==> config.mk <==
export PLATFORM = sky130hd
export DESIGN_NAME = lms_tap_update
export DESIGN_NICKNAME = d
export VERILOG_FILES = /design/src/rtl/fse_pkg.sv /design/src/rtl/lms_cmac.sv /design/src/rtl/lms_tap_update.sv
export SDC_FILE = /design/constraint.sdc
export NUM_CORES = 2
export LEC_CHECK = 0
export BUFFER_PORTS_ARGS = -buffer_cell sky130_fd_sc_hd__buf_4
export CORE_ASPECT_RATIO = 1.5
export CORE_UTILIZATION = 40
export DETAILED_ROUTE_END_ITERATION = 12
export GPL_TIMING_DRIVEN = 0
export SLEW_MARGIN = 20
export SYNTH_ARGS = -nofsm -noshare
export SYNTH_HDL_FRONTEND = slang
export SYNTH_HIERARCHICAL = 1
export SYNTH_SLANG_ARGS = --single-unit
==> constraint.sdc <==
create_clock -name clk -period 12.9 [get_ports clk]
set_input_delay 1.29 -clock clk [delete_from_list [all_inputs] [get_ports clk]]
set_output_delay 1.29 -clock clk [all_outputs]
set_load 0.1 [all_outputs]
==> src/rtl/fse_pkg.sv <==
// fse_pkg: formats, reset taps and FSM states shared by the equalizer and its LMS engine
package fse_pkg;
    localparam int NUM_TAPS = 9;
    localparam int NBT_IN = 8;
    localparam int NBF_IN = 7;
    localparam int NBT_ERR = 12;
    localparam int NBF_ERR = 9;
    localparam int NBT_TAPS = 28;
    localparam int NBF_TAPS = 25;
    localparam int MU_SHIFT_DEF = 9;
    localparam int ALIGN_DEF = 2;
    localparam int MID_IDX = NUM_TAPS / 2;
    localparam logic signed [NBT_TAPS-1:0] TAP_ONE = NBT_TAPS'(1 << NBF_TAPS);
    typedef enum logic [1:0] {ST_IDLE, ST_UPDATE, ST_COMMIT} lms_state_t;
    // Centre I tap starts at 1.0 so the equalizer powers up as a pass-through.
    function automatic logic signed [NBT_TAPS-1:0] reset_tap_i(input int j);
        return (j == MID_IDX) ? TAP_ONE : '0;
    endfunction
endpackage

==> src/rtl/lms_cmac.sv <==
// lms_cmac: one complex LMS step, w + 2^-MU * e * conj(x), saturated to the tap format
//   i_e_i/i_e_q : error S(NBT_ERR,NBF_ERR)
//   i_x_i/i_x_q : window sample S(NBT_IN,NBF_IN)
//   i_w_i/i_w_q : current tap S(NBT_TAPS,NBF_TAPS)
//   o_w_i/o_w_q : updated tap, same format
module lms_cmac
    import fse_pkg::*;
#(
    parameter int MU_SHIFT = MU_SHIFT_DEF
) (
    input  logic signed [NBT_ERR-1:0]  i_e_i,
    input  logic signed [NBT_ERR-1:0]  i_e_q,
    input  logic signed [NBT_IN-1:0]   i_x_i,
    input  logic signed [NBT_IN-1:0]   i_x_q,
    input  logic signed [NBT_TAPS-1:0] i_w_i,
    input  logic signed [NBT_TAPS-1:0] i_w_q,
    output logic signed [NBT_TAPS-1:0] o_w_i,
    output logic signed [NBT_TAPS-1:0] o_w_q
);
    localparam int PW = NBT_ERR + NBT_IN + 1;
    localparam int SH = NBF_TAPS - NBF_ERR - NBF_IN - MU_SHIFT;
    // Wide enough for any left alignment plus the tap, so nothing wraps before saturation.
    localparam int AW = PW + NBT_TAPS + 2;
    localparam logic signed [NBT_TAPS-1:0] MAX_T = {1'b0, {(NBT_TAPS-1){1'b1}}};
    localparam logic signed [NBT_TAPS-1:0] MIN_T = {1'b1, {(NBT_TAPS-1){1'b0}}};
    localparam logic signed [AW-1:0] MAX_A = AW'(MAX_T);
    localparam logic signed [AW-1:0] MIN_A = AW'(MIN_T);

    logic signed [PW-2:0] p_ii, p_qq, p_qi, p_iq;
    logic signed [PW-1:0] re, im;
    logic signed [AW-1:0] re_a, im_a, acc_i, acc_q;

    function automatic logic signed [NBT_TAPS-1:0] sat(input logic signed [AW-1:0] v);
        return (v > MAX_A) ? MAX_T : (v < MIN_A) ? MIN_T : v[NBT_TAPS-1:0];
    endfunction

    always_comb begin
        p_ii = (PW-1)'(i_e_i) * (PW-1)'(i_x_i);
        p_qq = (PW-1)'(i_e_q) * (PW-1)'(i_x_q);
        p_qi = (PW-1)'(i_e_q) * (PW-1)'(i_x_i);
        p_iq = (PW-1)'(i_e_i) * (PW-1)'(i_x_q);
        re = PW'(p_ii) + PW'(p_qq);
        im = PW'(p_qi) - PW'(p_iq);
    end

    if (SH >= 0) begin : g_shl
        assign re_a = AW'(re) <<< SH;
        assign im_a = AW'(im) <<< SH;
    end else begin : g_shr
        assign re_a = AW'(re) >>> (-SH);
        assign im_a = AW'(im) >>> (-SH);
    end

    always_comb begin
        acc_i = AW'(i_w_i) + re_a;
        acc_q = AW'(i_w_q) + im_a;
        o_w_i = sat(acc_i);
        o_w_q = sat(acc_q);
    end
endmodule

==> src/rtl/lms_tap_update.sv <==
// lms_tap_update: serial complex LMS coefficient engine, one tap per cycle, for the FSE
//   clk, i_reset               : clock, synchronous active-high reset
//   i_is_data_I/Q, i_ctrl      : equalizer input stream and its rate-2 shift enable
//   i_err_I/Q, i_err_valid     : slicer error and qualifier
//   i_enable                   : adaptation enable
//   o_taps_I/Q, o_en_taps      : packed tap bank and its one-cycle load strobe
//   o_busy, o_overrun          : update in progress, sticky dropped-error flag
module lms_tap_update
    import fse_pkg::*;
#(
    parameter int MU_SHIFT = MU_SHIFT_DEF,
    parameter int ALIGN = ALIGN_DEF
) (
    input  logic                         clk,
    input  logic                         i_reset,
    input  logic [NBT_IN-1:0]            i_is_data_I,
    input  logic [NBT_IN-1:0]            i_is_data_Q,
    input  logic                         i_ctrl,
    input  logic [NBT_ERR-1:0]           i_err_I,
    input  logic [NBT_ERR-1:0]           i_err_Q,
    input  logic                         i_err_valid,
    input  logic                         i_enable,
    output logic [NUM_TAPS*NBT_TAPS-1:0] o_taps_I,
    output logic [NUM_TAPS*NBT_TAPS-1:0] o_taps_Q,
    output logic                         o_en_taps,
    output logic                         o_busy,
    output logic                         o_overrun
);
    localparam int DL = NUM_TAPS + ALIGN;
    localparam int KW = $clog2(NUM_TAPS);
    localparam logic [KW-1:0] K_LAST = KW'(NUM_TAPS - 1);

    lms_state_t state_q, state_d;
    logic [KW-1:0] k_q, k_d;
    logic signed [NBT_IN-1:0] dli_q [DL], dli_d [DL], dlq_q [DL], dlq_d [DL];
    logic signed [NBT_IN-1:0] xi_q [NUM_TAPS], xi_d [NUM_TAPS], xq_q [NUM_TAPS], xq_d [NUM_TAPS];
    logic signed [NBT_ERR-1:0] ei_q, ei_d, eq_q, eq_d;
    logic signed [NBT_TAPS-1:0] wi_q [NUM_TAPS], wi_d [NUM_TAPS], wq_q [NUM_TAPS], wq_d [NUM_TAPS];
    logic signed [NBT_TAPS-1:0] ti_q [NUM_TAPS], ti_d [NUM_TAPS], tq_q [NUM_TAPS], tq_d [NUM_TAPS];
    logic signed [NBT_TAPS-1:0] wi_new, wq_new;
    logic en_q, en_d, busy_q, busy_d, ovr_q, ovr_d;
    logic err_acc;

    lms_cmac #(.MU_SHIFT(MU_SHIFT)) u_cmac (
        .i_e_i (ei_q),
        .i_e_q (eq_q),
        .i_x_i (xi_q[k_q]),
        .i_x_q (xq_q[k_q]),
        .i_w_i (wi_q[k_q]),
        .i_w_q (wq_q[k_q]),
        .o_w_i (wi_new),
        .o_w_q (wq_new)
    );

    assign err_acc = i_err_valid && i_enable;

    always_comb begin
        state_d = state_q;
        k_d = k_q;
        dli_d = dli_q;
        dlq_d = dlq_q;
        xi_d = xi_q;
        xq_d = xq_q;
        ei_d = ei_q;
        eq_d = eq_q;
        wi_d = wi_q;
        wq_d = wq_q;
        ti_d = ti_q;
        tq_d = tq_q;
        en_d = 1'b0;
        ovr_d = ovr_q || (err_acc && state_q != ST_IDLE);
        if (i_ctrl) begin
            dli_d[0] = i_is_data_I;
            dlq_d[0] = i_is_data_Q;
            for (int n = 1; n < DL; n++) begin
                dli_d[n] = dli_q[n-1];
                dlq_d[n] = dlq_q[n-1];
            end
        end
        case (state_q)
            ST_IDLE: if (err_acc) begin
                ei_d = i_err_I;
                eq_d = i_err_Q;
                // Window taken from the pre-edge line so a same-cycle shift is not seen.
                for (int j = 0; j < NUM_TAPS; j++) begin
                    xi_d[j] = dli_q[j+ALIGN];
                    xq_d[j] = dlq_q[j+ALIGN];
                end
                k_d = '0;
                state_d = ST_UPDATE;
            end
            ST_UPDATE: begin
                wi_d[k_q] = wi_new;
                wq_d[k_q] = wq_new;
                k_d = (k_q == K_LAST) ? '0 : k_q + KW'(1);
                state_d = (k_q == K_LAST) ? ST_COMMIT : ST_UPDATE;
            end
            ST_COMMIT: begin
                ti_d = wi_q;
                tq_d = wq_q;
                en_d = 1'b1;
                state_d = ST_IDLE;
            end
            default: state_d = ST_IDLE;
        endcase
        busy_d = state_d != ST_IDLE;
    end

    always_ff @(posedge clk) begin
        if (i_reset) begin
            state_q <= ST_IDLE;
            k_q <= '0;
            ei_q <= '0;
            eq_q <= '0;
            for (int n = 0; n < DL; n++) begin
                dli_q[n] <= '0;
                dlq_q[n] <= '0;
            end
            for (int j = 0; j < NUM_TAPS; j++) begin
                xi_q[j] <= '0;
                xq_q[j] <= '0;
                wi_q[j] <= reset_tap_i(j);
                wq_q[j] <= '0;
                ti_q[j] <= reset_tap_i(j);
                tq_q[j] <= '0;
            end
            en_q <= 1'b0;
            busy_q <= 1'b0;
            ovr_q <= 1'b0;
        end else begin
            state_q <= state_d;
            k_q <= k_d;
            ei_q <= ei_d;
            eq_q <= eq_d;
            dli_q <= dli_d;
            dlq_q <= dlq_d;
            xi_q <= xi_d;
            xq_q <= xq_d;
            wi_q <= wi_d;
            wq_q <= wq_d;
            ti_q <= ti_d;
            tq_q <= tq_d;
            en_q <= en_d;
            busy_q <= busy_d;
            ovr_q <= ovr_d;
        end
    end

    for (genvar j = 0; j < NUM_TAPS; j++) begin : g_pack
        assign o_taps_I[j*NBT_TAPS +: NBT_TAPS] = ti_q[j];
        assign o_taps_Q[j*NBT_TAPS +: NBT_TAPS] = tq_q[j];
    end

    assign o_en_taps = en_q;
    assign o_busy = busy_q;
    assign o_overrun = ovr_q;
endmodule

==> summary.md <==
| Metric | Value |
|---|---|
| Status | complete, no violations |
| Critical Path Start | k_q[0] |
| CP dominant cell by count | inv_1 |
| FMAX | 80.6 MHz |
| Worst Reg2Reg Path Length in Cells | 35 |
| Ys flop type | dfxtp_1 |
| RePlAce Congestion | 1.02 |
| Critical R2R Capture | wq_q[232] |
| CP delay by family, top | buffers and inverters |
| Drt total wl | 310000 µm |
| Final core utilization | 46.9% |
| Fraction of the mapped netlist area in adder cells | 17.7% |
| Routed WL per cell | 25.9 µm |
| Main area contributors after synthesis | dfxtp_1 (37%), fa_1 (14%), nand2_1 (12%) |
| Crit start category | flip-flop |
| Drt pass-1 iters | 6 |
| Synth cell types | 80 |
| Dpl hpwl | 248000 µm |
| Power Density | 153 nW/µm² |
| CTS sink cnt | 1361 |
| CP Capture Point | wq_q[232] |
| Final hold vios | 0 |
| Top cell type's share of synthesized area | 37.3% |
| Register area share after synthesis | 37.3% |
| Final WS setup | 492 ps |
| CP Depth | 35 |
| Post-synth EDFFs | 0 |
| Routed via count | 64347 |
| Hold Crit Class | reg2reg |
| Die area | 184000 µm² |
| Synth Area in Compound Gates | 13.5% |
| Part of the cycle the worst path needs | 96.2% |
| Overflow after GRT | 0 |
| Syn_area_per_cell | 8.37 µm² |
| Fin. max-slew vios | 0 |
| Critical Path RT | 13610 ps |
| Post-Synth XOR/XNOR Area | 0.835% |
| Crit path buffers/inverters | 13 |
| Most common cell in the netlist | nand2_1 |
| DRC | 0 |
| Die H | 525 µm |
| 1st-iter DRT viols | 5557 |
| IR drop worst, VDD | 0.454 mV |
| RSZ-0062 raised after global routing | no |
| # H-tree levels | 4 |
| Post-Synth Simple-Gate Area | 17.5% |
| Core Region | 181000 µm² |
| Mux contribution to synthesized area | 5.47% |
| Least-Margin Pin Slew | 1280 ps |
| Setup violators final | 0 |
| FF+latch count, synth | 1361 |
| Worst-skew pair later-pin latency | 840 ps |
| Setup Skew | 107 ps |
| Fill count | 17953 |
| Commonest cells in the netlist | nand2_1 (2412), dfxtp_1 (1361), a21oi_1 (1173), inv_1 (702), fa_1 (511) |
| Pin count of the biggest net entering global routing | 18 |
| Crit end category | flip-flop |
| Syn Nets | 9493 |
| Vias in the first global route | 63870 |
| Starting Density | 40.3% |
| Reg2reg setup slack | 490 ps |
| Root Driver | clkbuf_16 |
| Final Total Pwr | 13.0 mW |
| Post-CTS setup buffers | 0 |
| CTS tree | yes |
| Global-route wire length before repair | 438000 µm |
| Yosys warning count | 6 |
| DP Worst Slack | 767 ps |
| Net count, final | 10192 |
| Vias per cell | 5.39 |
| Hold Buf Count CTS | 0 |
| Clk buf depth | 4 |
| Fraction of registers with async set/reset | 0% |
| Die boundary width | 351 µm |
| Worst-path fanout max | 14 |
| Largest family of logic cells by synthesized area | adder cells |
| Clock slew at reported path FFs | 70 ps |
| Max-slew headroom | 14.6% |
| Critical path type | reg2reg |
| Port Buffers | 549 |
| I/O pin total | 552 |
| Mapped Cells | 8725 |
| CP max-delay cell | inv_1 |
| Total Routing Usage GR | 33.0% |
| CP Data Arrival Time | 13120 ps |
| Site row count | 191 |
| Synth Cell Area | 73000 µm² |
| Post-CTS sizing | 0 |
| Layout cells sized above 1 | 11.4% |
| CTS buffer count | 147 |
| CP peak stage delay | 940 ps |
| Leakage power | 33.3 nW |
| Area leader, netlist | dfxtp_1 |
| Max cap viols | 0 |
| Antenna-violating nets left | 0 |
| Synth-to-Final Area Change | 16.1% |
| RR Startpoint | k_q[0] |
| Initial antenna violation count | 11 |
| TNS Setup | 0 ps |
| Min Tclk post-route | 12410 ps |
[area by class of cell]
class | instances | area (µm²) | area share [%]
Clock buffer | 203 | 4110 | 4.85
Clock inverter | 40 | 464 | 0.548
Sequential cell | 1361 | 27200 | 32.1
Timing Repair Buffer | 550 | 4150 | 4.89
Antenna cell | 8 | 20.0 | 0.0236
Buffer | 660 | 2930 | 3.46
Multi-Input combinational cell | 6002 | 40200 | 47.4
Tap cell | 2412 | 3020 | 3.56
Inverter | 702 | 2640 | 3.11
[report_power, final]
group          switching [mW]  total (mW)  internal [mW]
sequential             0.0636        4.32           4.25
clock                    1.82        4.18           2.37
combinational            3.44        4.48           1.05
total                    5.32        13.0           7.67
[kinds of logic after synthesis]
| kind of cell | after synthesis |
|---|---|
| flip-flops | 1361 |
| XOR/XNOR | 67 |
| buffers and inverters | 1362 |
| adder cells (fa/ha/maj) | 729 |
| AO/OA/AOI/OAI | 1714 |
| AND/OR/NAND/NOR | 3093 |
| multiplexers | 399 |
[metrics by stage]
stage               cell area [µm²]  hold slack (ps)  std cells
floorplan                     73000              431       8725
global placement              80100              440      11686
detailed placement            80200              442      11687
CTS                           84700              410      11930
global route                  84800              432      11931
finish                        84800              405      11938
[state kept, by name, summed over array words and instances (netlist names), 72 cells and up]
signal / count
dli_q: 88
wi_q: 252
o_taps_I: 252
xq_q: 72
wq_q: 252
dlq_q: 88
xi_q: 72
o_taps_Q: 252
[worst min-delay path by stage]
stage,depth (start not counted),start,to
2_1_floorplan,2,dli_q[0],xi_q[0]
3_3_place_gp,2,xi_q[65],xi_q[65]
3_5_place_dp,2,o_overrun,o_overrun
4_1_cts,2,wi_q[215],o_taps_I[47]
5_1_grt,2,wi_q[241],o_taps_I[17]
6_report,2,wi_q[215],o_taps_I[47]
[worst min-delay path: stages, from the launching register on]
cell     delay, ps
dfxtp_1        330
nand2_1         70
a21oi_1         50
[per-layer routing]
layer / track usage [%] / vias up / wire [µm]
met5: 0 / - / 20
met1: 39.4 / 31353 / 119000
met3: 4.55 / 740 / 20500
met2: 54.9 / 2851 / 147000
li1: - / 29399 / -
met4: 22.0 / 4 / 23300
[cells in the final DEF, fill, tap and decap left out, types with 40 or more instances in the layout]
| master | count |
|---|---|
| mux2i_1 | 397 |
| xnor2_1 | 40 |
| dfxtp_1 | 1361 |
| o21ai_0 | 96 |
| clkbuf_1 | 408 |
| fa_1 | 511 |
| buf_2 | 240 |
| ha_1 | 212 |
| a21oi_1 | 1173 |
| nand2_1 | 2412 |
| inv_1 | 702 |
| buf_4 | 578 |
| o22a_1 | 68 |
| nor2_1 | 217 |
| nand2b_1 | 86 |
| a22o_1 | 56 |
| nor2b_1 | 111 |
| a211oi_1 | 141 |
| clkbuf_16 | 147 |
| and2_1 | 198 |
| o22ai_1 | 72 |
No activity file was read; power rests on OpenSTA's default activity.
